$ cat config.mk
export PLATFORM = sky130hd
export DESIGN_NAME = axis_adc_decimator
export DESIGN_NICKNAME = d
export VERILOG_FILES = /design/src/rtl/axis_adc_decimator.sv
export SDC_FILE = /design/constraint.sdc
export NUM_CORES = 1
export LEC_CHECK = 0
export BUFFER_PORTS_ARGS = -buffer_cell sky130_fd_sc_hd__buf_4
export CELL_PAD_IN_SITES_DETAIL_PLACEMENT = 0
export CELL_PAD_IN_SITES_GLOBAL_PLACEMENT = 1
export CORE_UTILIZATION = 45
export DETAILED_ROUTE_END_ITERATION = 10
export HOLD_SLACK_MARGIN = 0.15
export PLACE_DENSITY_LB_ADDON = 0.1
export SLEW_MARGIN = 10
export SYNTH_ARGS = -nofsm -noshare
export SYNTH_HDL_FRONTEND = slang
export SYNTH_SLANG_ARGS = --single-unit
$ cat constraint.sdc
create_clock -name aclk -period 4.05 [get_ports aclk]
set_input_delay 0.2025 -clock aclk [delete_from_list [all_inputs] [get_ports aclk]]
set_output_delay 0.2025 -clock aclk [all_outputs]
set_load 0.05 [all_outputs]
$ cat src/rtl/axis_adc_decimator.sv
// Boxcar decimator for the SPI ADC AXI-Stream word stream: averages 2^k samples per output word.
// Optional status byte {overrun, 3'b0, k} enabled by defining AXIS_ADC_DECIM_STATUS_EN.
module axis_adc_decimator #(
  parameter int DATA_WIDTH   = 32,
  parameter int SAMPLE_WIDTH = 24,
  parameter int MAX_LOG2     = 8,
  parameter int PACKET_LEN   = 256
) (
  input  logic                  aclk,
  input  logic                  areset,
  input  logic                  enable,
  input  logic [3:0]            decim_log2,
  input  logic [DATA_WIDTH-1:0] s_axis_tdata,
  input  logic                  s_axis_tvalid,
  output logic                  s_axis_tready,
  output logic [DATA_WIDTH-1:0] m_axis_tdata,
  output logic                  m_axis_tvalid,
  input  logic                  m_axis_tready,
  output logic                  m_axis_tlast
);

  localparam int ACC_W = SAMPLE_WIDTH + MAX_LOG2;
  localparam int CNT_W = MAX_LOG2 + 1;
  localparam int PKT_W = (PACKET_LEN > 1) ? $clog2(PACKET_LEN) : 1;
  localparam int LOW_W = DATA_WIDTH - SAMPLE_WIDTH;
  localparam logic [3:0] MAX_K = 4'(MAX_LOG2);
  localparam logic [PKT_W-1:0] PKT_LAST = PKT_W'(PACKET_LEN - 1);

  logic signed [SAMPLE_WIDTH-1:0] sample_s;
  logic signed [ACC_W-1:0]        acc_r;
  logic signed [ACC_W-1:0]        sum_s;
  logic signed [ACC_W-1:0]        avg_wide_s;
  logic [CNT_W-1:0]               count_r;
  logic [CNT_W-1:0]               win_last_s;
  logic [3:0]                     k_r;
  logic [3:0]                     k_req_s;
  logic [3:0]                     k_s;
  logic                           accept_s;
  logic                           last_s;
  logic                           load_s;
  logic                           out_fire_s;
  logic [PKT_W-1:0]               pkt_r;
  logic [PKT_W-1:0]               pkt_next_s;
  logic [PKT_W-1:0]               load_idx_s;
  logic [LOW_W-1:0]               status_s;
  logic [DATA_WIDTH-1:0]          tdata_r;
  logic                           tvalid_r;
  logic                           tlast_r;
  logic                           unused_bits_s;

  assign s_axis_tready = ~areset & (~enable | ~tvalid_r | m_axis_tready);
  assign accept_s      = enable & s_axis_tvalid & s_axis_tready;
  assign out_fire_s    = tvalid_r & m_axis_tready;
  assign sample_s      = s_axis_tdata[DATA_WIDTH-1 -: SAMPLE_WIDTH];
  assign m_axis_tdata  = tdata_r;
  assign m_axis_tvalid = tvalid_r;
  assign m_axis_tlast  = tlast_r;
  assign unused_bits_s = ^{s_axis_tdata[LOW_W-1:0], avg_wide_s[ACC_W-1:SAMPLE_WIDTH]};

  // Window length selection, running sum, average and packet position of the next loaded word
  always_comb begin
    if (decim_log2 > MAX_K) begin
      k_req_s = MAX_K;
    end else begin
      k_req_s = decim_log2;
    end
    // The window length is frozen by its first sample; later decim_log2 changes wait for the next window.
    if (count_r == '0) begin
      k_s = k_req_s;
    end else begin
      k_s = k_r;
    end
    win_last_s = ~({CNT_W{1'b1}} << k_s);
    last_s     = (count_r == win_last_s);
    sum_s      = acc_r + {{MAX_LOG2{sample_s[SAMPLE_WIDTH-1]}}, sample_s};
    avg_wide_s = sum_s >>> k_s;
    load_s     = accept_s & last_s;
    if (pkt_r == PKT_LAST) begin
      pkt_next_s = '0;
    end else begin
      pkt_next_s = pkt_r + PKT_W'(1);
    end
    if (out_fire_s) begin
      load_idx_s = pkt_next_s;
    end else begin
      load_idx_s = pkt_r;
    end
  end

`ifdef AXIS_ADC_DECIM_STATUS_EN
  logic ovr_r;

  // Overrun flag: any stalled upstream word since the previous window completed belongs to this window
  always_ff @(posedge aclk or posedge areset) begin
    if (areset) begin
      ovr_r <= 1'b0;
    end else if (!enable || load_s) begin
      ovr_r <= 1'b0;
    end else if (s_axis_tvalid && !s_axis_tready) begin
      ovr_r <= 1'b1;
    end
  end

  assign status_s = LOW_W'({ovr_r, 3'b000, k_s});
`else
  assign status_s = '0;
`endif

  // Accumulator, sample count and latched window length
  always_ff @(posedge aclk or posedge areset) begin
    if (areset) begin
      acc_r   <= '0;
      count_r <= '0;
      k_r     <= 4'd0;
    end else if (!enable) begin
      acc_r   <= '0;
      count_r <= '0;
    end else if (accept_s) begin
      if (count_r == '0) begin
        k_r <= k_req_s;
      end
      if (last_s) begin
        acc_r   <= '0;
        count_r <= '0;
      end else begin
        acc_r   <= sum_s;
        count_r <= count_r + CNT_W'(1);
      end
    end
  end

  // Output register: holds the word until the downstream handshake
  always_ff @(posedge aclk or posedge areset) begin
    if (areset) begin
      tdata_r  <= '0;
      tvalid_r <= 1'b0;
      tlast_r  <= 1'b0;
    end else if (load_s) begin
      tdata_r  <= {avg_wide_s[SAMPLE_WIDTH-1:0], status_s};
      tvalid_r <= 1'b1;
      tlast_r  <= (load_idx_s == PKT_LAST);
    end else if (out_fire_s) begin
      tvalid_r <= 1'b0;
      tlast_r  <= 1'b0;
    end
  end

  // Packet position counter, advanced per output handshake and untouched by enable
  always_ff @(posedge aclk or posedge areset) begin
    if (areset) begin
      pkt_r <= '0;
    end else if (out_fire_s) begin
      pkt_r <= pkt_next_s;
    end
  end

endmodule
# Word-level counts from Yosys, hierarchy flattened
# Index checks and enable logic that the tools add are counted.
# Widths: inputs -> output; s select.
[totals] elab_cells=44 out_inout_bits=35 register_bits=79 inputBits=41 rom_bits=0 ram_bits=0 latch_bits=0 n_memories=0
[op_classes] n_shift=2 add_sub_neg=3 mul=0 muxes=13 bitwise=11 div_mod_pow=0 magnitude_cmp=1 n_eq_ne=4 n_reduce_logical=3
[op_table] op="$mux 32" count=3
[op_table] op="$add 32x32->32" count=1
[op_table] op="$sshr 32x4->24" count=1
[op_table] op="$mux 9" count=3
[op_table] op="$eq 8x8->1 const B" count=2
[op_table] op="$mux 8" count=2
[op_table] op="$add 9x1->9 const B" count=1
[op_table] op="$eq 9x9->1" count=1
[op_table] op="$logic_not 9->1" count=1
[op_table] op="$not 9->9" count=1
[op_table] op="$shl 9x4->9 const A" count=1
[op_table] op="$add 8x1->8 const B" count=1
[op_table] op="$mux 4" count=2
[op_table] op="$and 1x1->1" count=5
[op_table] op="$gt 4x4->1 const B" count=1
[op_table] op="$mux 1" count=3
[op_table] op="$not 1->1" count=3
[op_table] op="$ne 2x1->1 const B" count=1
[op_table] op="$or 1x1->1" count=2
[op_table] op="$reduce_and 2->1" count=1
[op_table] op="$reduce_bool 2->1" count=1

# Longest topological paths before layout
# Gate-level depths: netlist of the first run.
[depth] word_depth=9 ltp_mapped=14 mapped_depth_nobuf=11

# Least setup slack after synthesis of the first run
# No wires, ideal clock.
[synth_path] kind="register -> register" startpoint="reg acc_r[0]" endpoint="reg tdata_r[29] (netlist: m_axis_tdata[29])" setup_ns=0.124 stages_incl_launch_ff=12 path_slack_ns=0.815 t_required_ns=3.926 n_path_buf=0 arrival_ns=3.111 period_less_slack_ns=3.235 path_cell_list="dfrtp_1 -> ha_1 -> fa_1 -> a211oi_1 -> o21ai_0 -> a2bb2oi_1 -> o21ai_0 -> o41a_1 -> nand3_1 -> nand4_1 -> a32o_1 -> o31a_1"
[synth_between] elab_chain_len=2
[synth_lines] element="start, declared" line="30" source="logic signed [ACC_W-1:0] acc_r;"
[synth_lines] element="start signal, assigned" line="126" source="acc_r <= sum_s;"
[synth_lines] element="$add 32x32->32" line="75" source="sum_s = acc_r + {{MAX_LOG2{sample_s[SAMPLE_WIDTH-1]}}, sample_s};"
[synth_lines] element="$sshr 32x4->24" line="76" source="avg_wide_s = sum_s >>> k_s;"
[synth_lines] element="end signal, assigned" line="139" source="tdata_r <= {avg_wide_s[SAMPLE_WIDTH-1:0], status_s};"
[synth_lines] element="end, declared" line="46" source="logic [DATA_WIDTH-1:0] tdata_r;"
# Every way passes these cells.
# A chain may end at the register's enable or synchronous reset.

# Final worst setup path of the first run
[layout_path] startpoint="reg acc_r[0]" endpoint="reg tdata_r[24] (netlist: m_axis_tdata[24])"
# The elaborated chain is that of the path after synthesis.

==> flow_summary.yaml, run 1 <==
sta:
  drv_slew: 0
  hold_violations: 0
  relSlewSlack: 0.437
  skew_ps: 12.3
  rsz0062_at_grt: "no"
  setup_viol: 0
  fin_crit_sh: 0.937
  timing.setup.tns_ps: 0
  tightest_slew_ps: 838
  timing.fmax_ghz: 0.263
  min_period_ps: 3800
synthesis:
  synth_flop_cell: "dfrtp_1"
  synth_fa_ha_area_frac: 0.0602
  synth_compound_area_frac: 0.285
  yosysSeqAreaShare: 0.267
  synth-seq-cells: 79
  synth_mux_area_frac: 0.0582
  synthArstFlopShare: 1.00
  synth_area_sq_um: 7390
  syn_avg_cell_area_sq_um: 7.98
  synthSimpleGateAreaFrac: 0.246
  synth_xor_area_frac: 0.0320
  synth_top_family_by_area: "compound AO/OA/AOI/OAI gates"
  synthCells: 926
  synth_warnings: 0
  synth_edf_count: 0
  yosysUniqueCellTypes: 79
clock_network:
  cts_root_buf: "clkbuf_16"
  worstSkewPairLatency_ps: 350
  htree_levels: 3
  clock_sinks: 79
  cts_buffers: 9
  clockBufferDepth: 2
  path_clk_slew_ps: 70
  cts_tree: "done"
critical_path:
  crit_path_end_kind: "register"
  cp_top_family: "compound AO/OA/AOI/OAI gates"
  worstSetupEndpoint: "m_axis_tdata[24]$_DFFE_PP0P_"
  worstPathMaxFanout: 5
  critical_path_buf_inv_count: 1
  path_depth: 12
  worstPathCellList: "ha_1 -> fa_1 -> a211oi_1 -> o21ai_0 -> a2bb2oi_1 -> buf_4 -> o21ai_0 -> o41a_1 -> a21oi_1 -> a211oi_1 -> o311ai_1 -> o211ai_1"
  slowest_delay_ps: 590
  worstPathRequired_ps: 4260
  ff2ff_path_depth: 12
  crit_slowest_cell: "o41a_1"
  worstSetupPathType: "reg2reg"
  crit_start: "acc_r[0]$_DFFE_PP0P_"
  cp-start-kind: "register"
  reg2reg_to: "m_axis_tdata[24]$_DFFE_PP0P_"
  arrival_ps: 4000
  r2r_setup_slack_ps: 250
  reg2reg_from: "acc_r[0]$_DFFE_PP0P_"
global_routing:
  first_global_vias: 6999
  met1_usage: 0.391
  busiest_layer: "met2"
  grt_first_pass_wirelength_um: 37800
  grt_max_degree: 60
  grtUsageMet3: 0.0394
  antenna_found_initial: 0
  grt_overflow: 0
  use_met2: 0.474
  grtUsageTotal: 0.290
flow_run:
  cap_violations: 0
place:
  port_buffers: 59
  hpwl_um: 17800
  place.gp.congestion: 0.913
layout:
  antennaDiodeCount: 0
  final_nets: 1046
  layout_common_cells: "nand2_1 (109), buf_4 (96), dfrtp_1 (79), nor2_1 (74), a21oi_1 (64)"
  areaGrowthSynthToFinish_pct: 14.5
  drive_gt1_frac: 0.154
  layout_commonest_cell: "nand2_1"
routing:
  drtPass1Iterations: 6
  detail-route-antenna-nets: 0
  via_count: 7551
  vias_per_cell: 6.34
  routedWlPerCell_um: 20.0
  drt_iter0_drc: 679
  drt_wl_total_um: 23900
  drcViolationCount: 0
power_and_ir_drop:
  pwr_density_cell_nw_per_um2: 381
  peakVddDrop_mv: 0.223
  leakage_uw: 0.00363
  p_total_uw: 3230
floorplan:
  ios: 76
  die_w_um: 130
  initial_utilization: 0.464
  die-area_sq_um: 16900
  fp.dieH_um: 130
  fp.coreArea_sq_um: 15900
  std_cell_rows: 46
outcome:
  status: "finished clean"
min_path:
  worstHoldPathType: "in2reg"
how the worst min path moves through the flow:
stage	startpoint	endpoint	slack (ps)	depth (start not counted)
detailed placement	acc_r[6]$_DFFE_PP0P_	acc_r[6]$_DFFE_PP0P_	490	2
floorplan	m_axis_tready	m_axis_tvalid$_DFFE_PP0P_	380	2
global route	s_axis_tdata[8]	acc_r[0]$_DFFE_PP0P_	280	3
CTS	s_axis_tdata[8]	acc_r[0]$_DFFE_PP0P_	240	3
global placement	acc_r[3]$_DFFE_PP0P_	acc_r[3]$_DFFE_PP0P_	470	2
finish	s_axis_tdata[8]	acc_r[0]$_DFFE_PP0P_	250	3
cell families after synthesis:
family / after synthesis
AOI/OAI and AO/OA: 305
adders and majority gates: 35
xor gates and xnor gates: 27
other: 1
DFF: 79
and+or+nand+nor: 359
muxes: 37
buffers and inverters: 83
flip-flops by register name, summed over array words and instances, names as in the netlist:
signal,flops
k_r,4
acc_r,32
m_axis_tvalid,1
pkt_r,8
m_axis_tlast,1
count_r,9
m_axis_tdata,24
cell usage after synthesis (all sizes together), types with 25 or more instances:
master  number  area (sq um)
dfrtp       79          1980
a21oi       64           320
nand3       32           160
nor3        34           180
mux2i       25           250
o21ai       62           310
nor2        75           282
nand2      111           419
a211oi      26           195
ha          34           425
buf         26           158
clkbuf      47           176
routing by layer:
layer / up-vias / routed length, um / part of all wire
li1: 3603 / - / -
met5: - / 0 / 0
met1: 3655 / 10600 / 0.45
met4: 0 / 572 / 0.024
met2: 252 / 11300 / 0.47
met3: 41 / 1320 / 0.055
area by class of cell:
class                      count  area (sq um)
clock inverter                 7          86.3
tap                          216           270
fill                        1527          7480
multi-input combinational    771          5110
inverter                      10          40.0
clock buffer                   9           225
timing repair buffer          99           761
sequential                    79          1980
repair_timing:
action / in CTS / in global routing
gates resized for setup: 0 / 2
buffers inserted: 0 / 1
hold endpoints to repair: 22 / 0
hold buffers: 2 / 0
setup endpoints to repair: 0 / 5
per-stage QoR:
stage          hold WS, ps  setup slack (ps)   util  instance area [sq um]  std cells
3_5_place_dp           486               328  0.509                   8120       1172
4_1_cts                240               319  0.530                   8450       1190
6_report               246               253  0.531                   8470       1191
3_3_place_gp           475               350  0.509                   8120       1172
2_1_floorplan          379               815      -                   7420        933
5_1_grt                277              16.0  0.531                   8470       1191
power breakdown:
part | total [uW] | internal (uW) | switching [uW]
Clock | 892 | 493 | 399
Combinational | 1420 | 508 | 913
Sequential | 915 | 855 | 59.2
Total | 3230 | 1860 | 1370
worst reg2reg max path, cell delays in order (launching register included):
cell	delay [ps]
dfrtp_1	380
ha_1	210
fa_1	430
a211oi_1	370
o21ai_0	270
a2bb2oi_1	200
buf_4	170
o21ai_0	230
o41a_1	590
a21oi_1	170
a211oi_1	80
o311ai_1	400
o211ai_1	150
Note: power is estimated with default switching activity, not from simulation.
==> run 2, diff against run 1 <==
--- a/config.mk
+++ b/config.mk
@@ -5,13 +5,15 @@
 export SDC_FILE = /design/constraint.sdc
 export NUM_CORES = 1
 export LEC_CHECK = 0
+export ABC_AREA = 1
 export BUFFER_PORTS_ARGS = -buffer_cell sky130_fd_sc_hd__buf_4
 export CELL_PAD_IN_SITES_DETAIL_PLACEMENT = 0
 export CELL_PAD_IN_SITES_GLOBAL_PLACEMENT = 1
-export CORE_UTILIZATION = 45
+export CORE_MARGIN = 4
+export CORE_UTILIZATION = 42
 export DETAILED_ROUTE_END_ITERATION = 10
 export HOLD_SLACK_MARGIN = 0.15
-export PLACE_DENSITY_LB_ADDON = 0.1
+export PLACE_DENSITY = 0.77
 export SLEW_MARGIN = 10
 export SYNTH_ARGS = -nofsm -noshare
 export SYNTH_HDL_FRONTEND = slang
==> flow_summary.yaml, run 2 <==
layout:
  post-route-cell-area_sq_um: 8470
  layout_commonest_cell: "nand2_1"
  antennaDiodeCount: 0
  layout_common_cells: "nand2_1 (446), nand3_1 (244), inv_1 (161), dfrtp_1 (79), buf_4 (69)"
  final_nets: 1377
  n_fill_cell: 1889
  final_util: 0.484
  largest_reg_flops: 32
  areaGrowthSynthToFinish_pct: 12.1
  drive_gt1_frac: 0.0896
  regMostFlops: "acc_r"
min_path:
  worstHoldPathType: "in2reg"
  min_from: "s_axis_tdata[8]"
synthesis:
  netlist_top_cells_count: "nand2_1 (446), nand3_1 (245), inv_1 (162)"
  yosysUniqueCellTypes: 46
  synth_area_sq_um: 7550
  synth_mux_area_frac: 0.00133
  synth_fa_ha_area_frac: 0.0590
  synth_edf_count: 0
  synth-seq-cells: 79
  synthCells: 1257
  synth_top_family_by_area: "simple AND/OR/NAND/NOR gates"
  synth_flop_cell: "dfrtp_1"
  synth_top_area_frac: 0.262
  synthArstFlopShare: 1.00
  yosysSeqAreaShare: 0.262
  syn_avg_cell_area_sq_um: 6.01
  synth_compound_area_frac: 0.0734
  synth_area_leader_cell: "dfrtp_1"
  synth_xor_area_frac: 0.0255
  synth.area.top_cells: "dfrtp_1 (26%), nand2_1 (22%), nand3_1 (16%)"
  synth_warnings: 0
  yosys.cell_count.top_type: "nand2_1"
  synthSimpleGateAreaFrac: 0.463
routing:
  via_count: 7902
  drtPass1Iterations: 5
  vias_per_cell: 5.16
  drcViolationCount: 0
  detail-route-antenna-nets: 0
  routedWlPerCell_um: 15.6
  drt_wl_total_um: 23900
  drt_iter0_drc: 542
power_and_ir_drop:
  leakage_uw: 0.00486
  pwr_density_cell_nw_per_um2: 356
  peakVddDrop_mv: 0.251
clock_network:
  worstSkewPairLatency_ps: 360
  clockBufferDepth: 2
  cts_buffers: 9
  htree_levels: 3
  cts_tree: "done"
  path_clk_slew_ps: 70
  post_cts_resized: 0
  clock_sinks: 79
  cts_root_buf: "clkbuf_16"
floorplan:
  fp.coreArea_sq_um: 17500
  fp.dieH_um: 142
  die-area_sq_um: 20200
  die_w_um: 142
  initial_utilization: 0.432
  std_cell_rows: 48
  ios: 76
flow_run:
  cap_violations: 0
sta:
  hold_violations: 0
  relSlewSlack: 0.553
  timing.setup.tns_ps: 0
  min_period_ps: 3320
  rsz0062_at_grt: "no"
  tightest_slew_ps: 670
  setup_viol: 0
  timing.fmax_ghz: 0.301
  skew_ps: 15.4
  drv_slew: 0
  fin_crit_sh: 0.821
place:
  hpwl_um: 18400
  port_buffers: 59
  placed_area_sq_um: 8160
  place.gp.congestion: 0.886
global_routing:
  grt_first_pass_wirelength_um: 39200
  antenna_found_initial: 0
  grtUsageTotal: 0.242
  first_global_vias: 7629
  grt_overflow: 0
  grt_max_degree: 46
critical_path:
  worstPathMaxFanout: 27
  crit_path_end_kind: "register"
  cp-start-kind: "register"
  reg2reg_from: "count_r[0]$_DFFE_PP0P_"
  crit_start: "count_r[0]$_DFFE_PP0P_"
  worstPathRequired_ps: 4290
  arrival_ps: 3560
  worstSetupPathType: "reg2reg"
outcome:
  status: "finished clean"
[run 2: cell types whose count changed in the layout (fill, tap and decap cells not counted), moves of 19 or more]
| cell | delta |
|---|---|
| a211oi_1 | -26 |
| a21oi_1 | -39 |
| a22o_1 | -22 |
| buf_4 | -27 |
| inv_1 | +152 |
| mux2i_1 | -21 |
| nand2_1 | +337 |
| nand3_1 | +212 |
| nor3_1 | -19 |
[run 2: kinds of logic after synthesis]
family	Yosys count
adder cells (fa/ha/maj)	35
XOR/XNOR	22
AO/OA/AOI/OAI	102
multiplexers	1
AND/OR/NAND/NOR	805
other	1
buffers and inverters	212
flip-flops	79
[run 2: per-layer routing]
metal  global-route usage  up-vias  part of all wire
met2                0.415      167              0.47
met4               0.0571        0             0.015
li1                     -     4116                 -
met3               0.0249       23             0.036
met1                0.329     3596              0.48
met5                    0        -                 0
[run 2: path summary, 6_finish.rpt]
path                                                      to  slack, ps  cells past startpoint
worst max register to register  m_axis_tdata[31]$_DFFE_PP0P_        730                     16
max in group asynchronous               acc_r[0]$_DFFE_PP0P_       2500                      4
worst max-delay path            m_axis_tdata[31]$_DFFE_PP0P_        730                     16
worst min register to register  m_axis_tdata[29]$_DFFE_PP0P_        480                      2
worst min-delay path                    acc_r[0]$_DFFE_PP0P_        300                      4
min in group asynchronous          m_axis_tvalid$_DFFE_PP0P_        500                      3
[run 2: stage by stage]
stage	hold WS, ps	setup WS (ps)	std cells	total power (uW)
after floorplan	311	985	1264	1850
after global placement	322	761	1513	2180
after detailed placement	330	766	1513	2180
after CTS	297	733	1531	3020
after global routing	352	438	1531	3230
final	298	726	1531	3010
[run 2: repair_timing]
action / in CTS / in global routing
endpoints found under the hold margin: 35 / 0
hold buffers: 2 / 0
setup buffers: 0 / 0
[run 2: worst max-delay path, cell delays in order, from the launching register on]
cell	delay [ps]
dfrtp_1	400
inv_1	150
ha_1	200
nand2_1	60
nor3_1	200
nand2_2	150
nand2_1	130
nand2_4	200
inv_2	440
nand2_1	100
nand2_1	70
nand2_1	50
nor2_2	170
nand4_2	410
buf_4	340
nand2_1	70
nand2_1	50
[run 2: final cells by class]
cell class / instances / area [sq um] / area share
Clock buffer: 10 / 239 / 0.0282
Sequential cell: 79 / 1980 / 0.234
Multi-Input combinational cell: 973 / 4740 / 0.559
Timing Repair Buffer: 72 / 558 / 0.0659
Clock inverter: 6 / 50.0 / 0.00591
Tap cell: 225 / 282 / 0.0333
Inverter: 166 / 624 / 0.0738
[run 2: power breakdown]
group	leakage (uW)	internal, uW	switching (uW)
Combinational	0.00365	408	902
Clock	0.000136	441	401
Sequential	0.00107	833	30.0
Total	0.00486	1680	1330
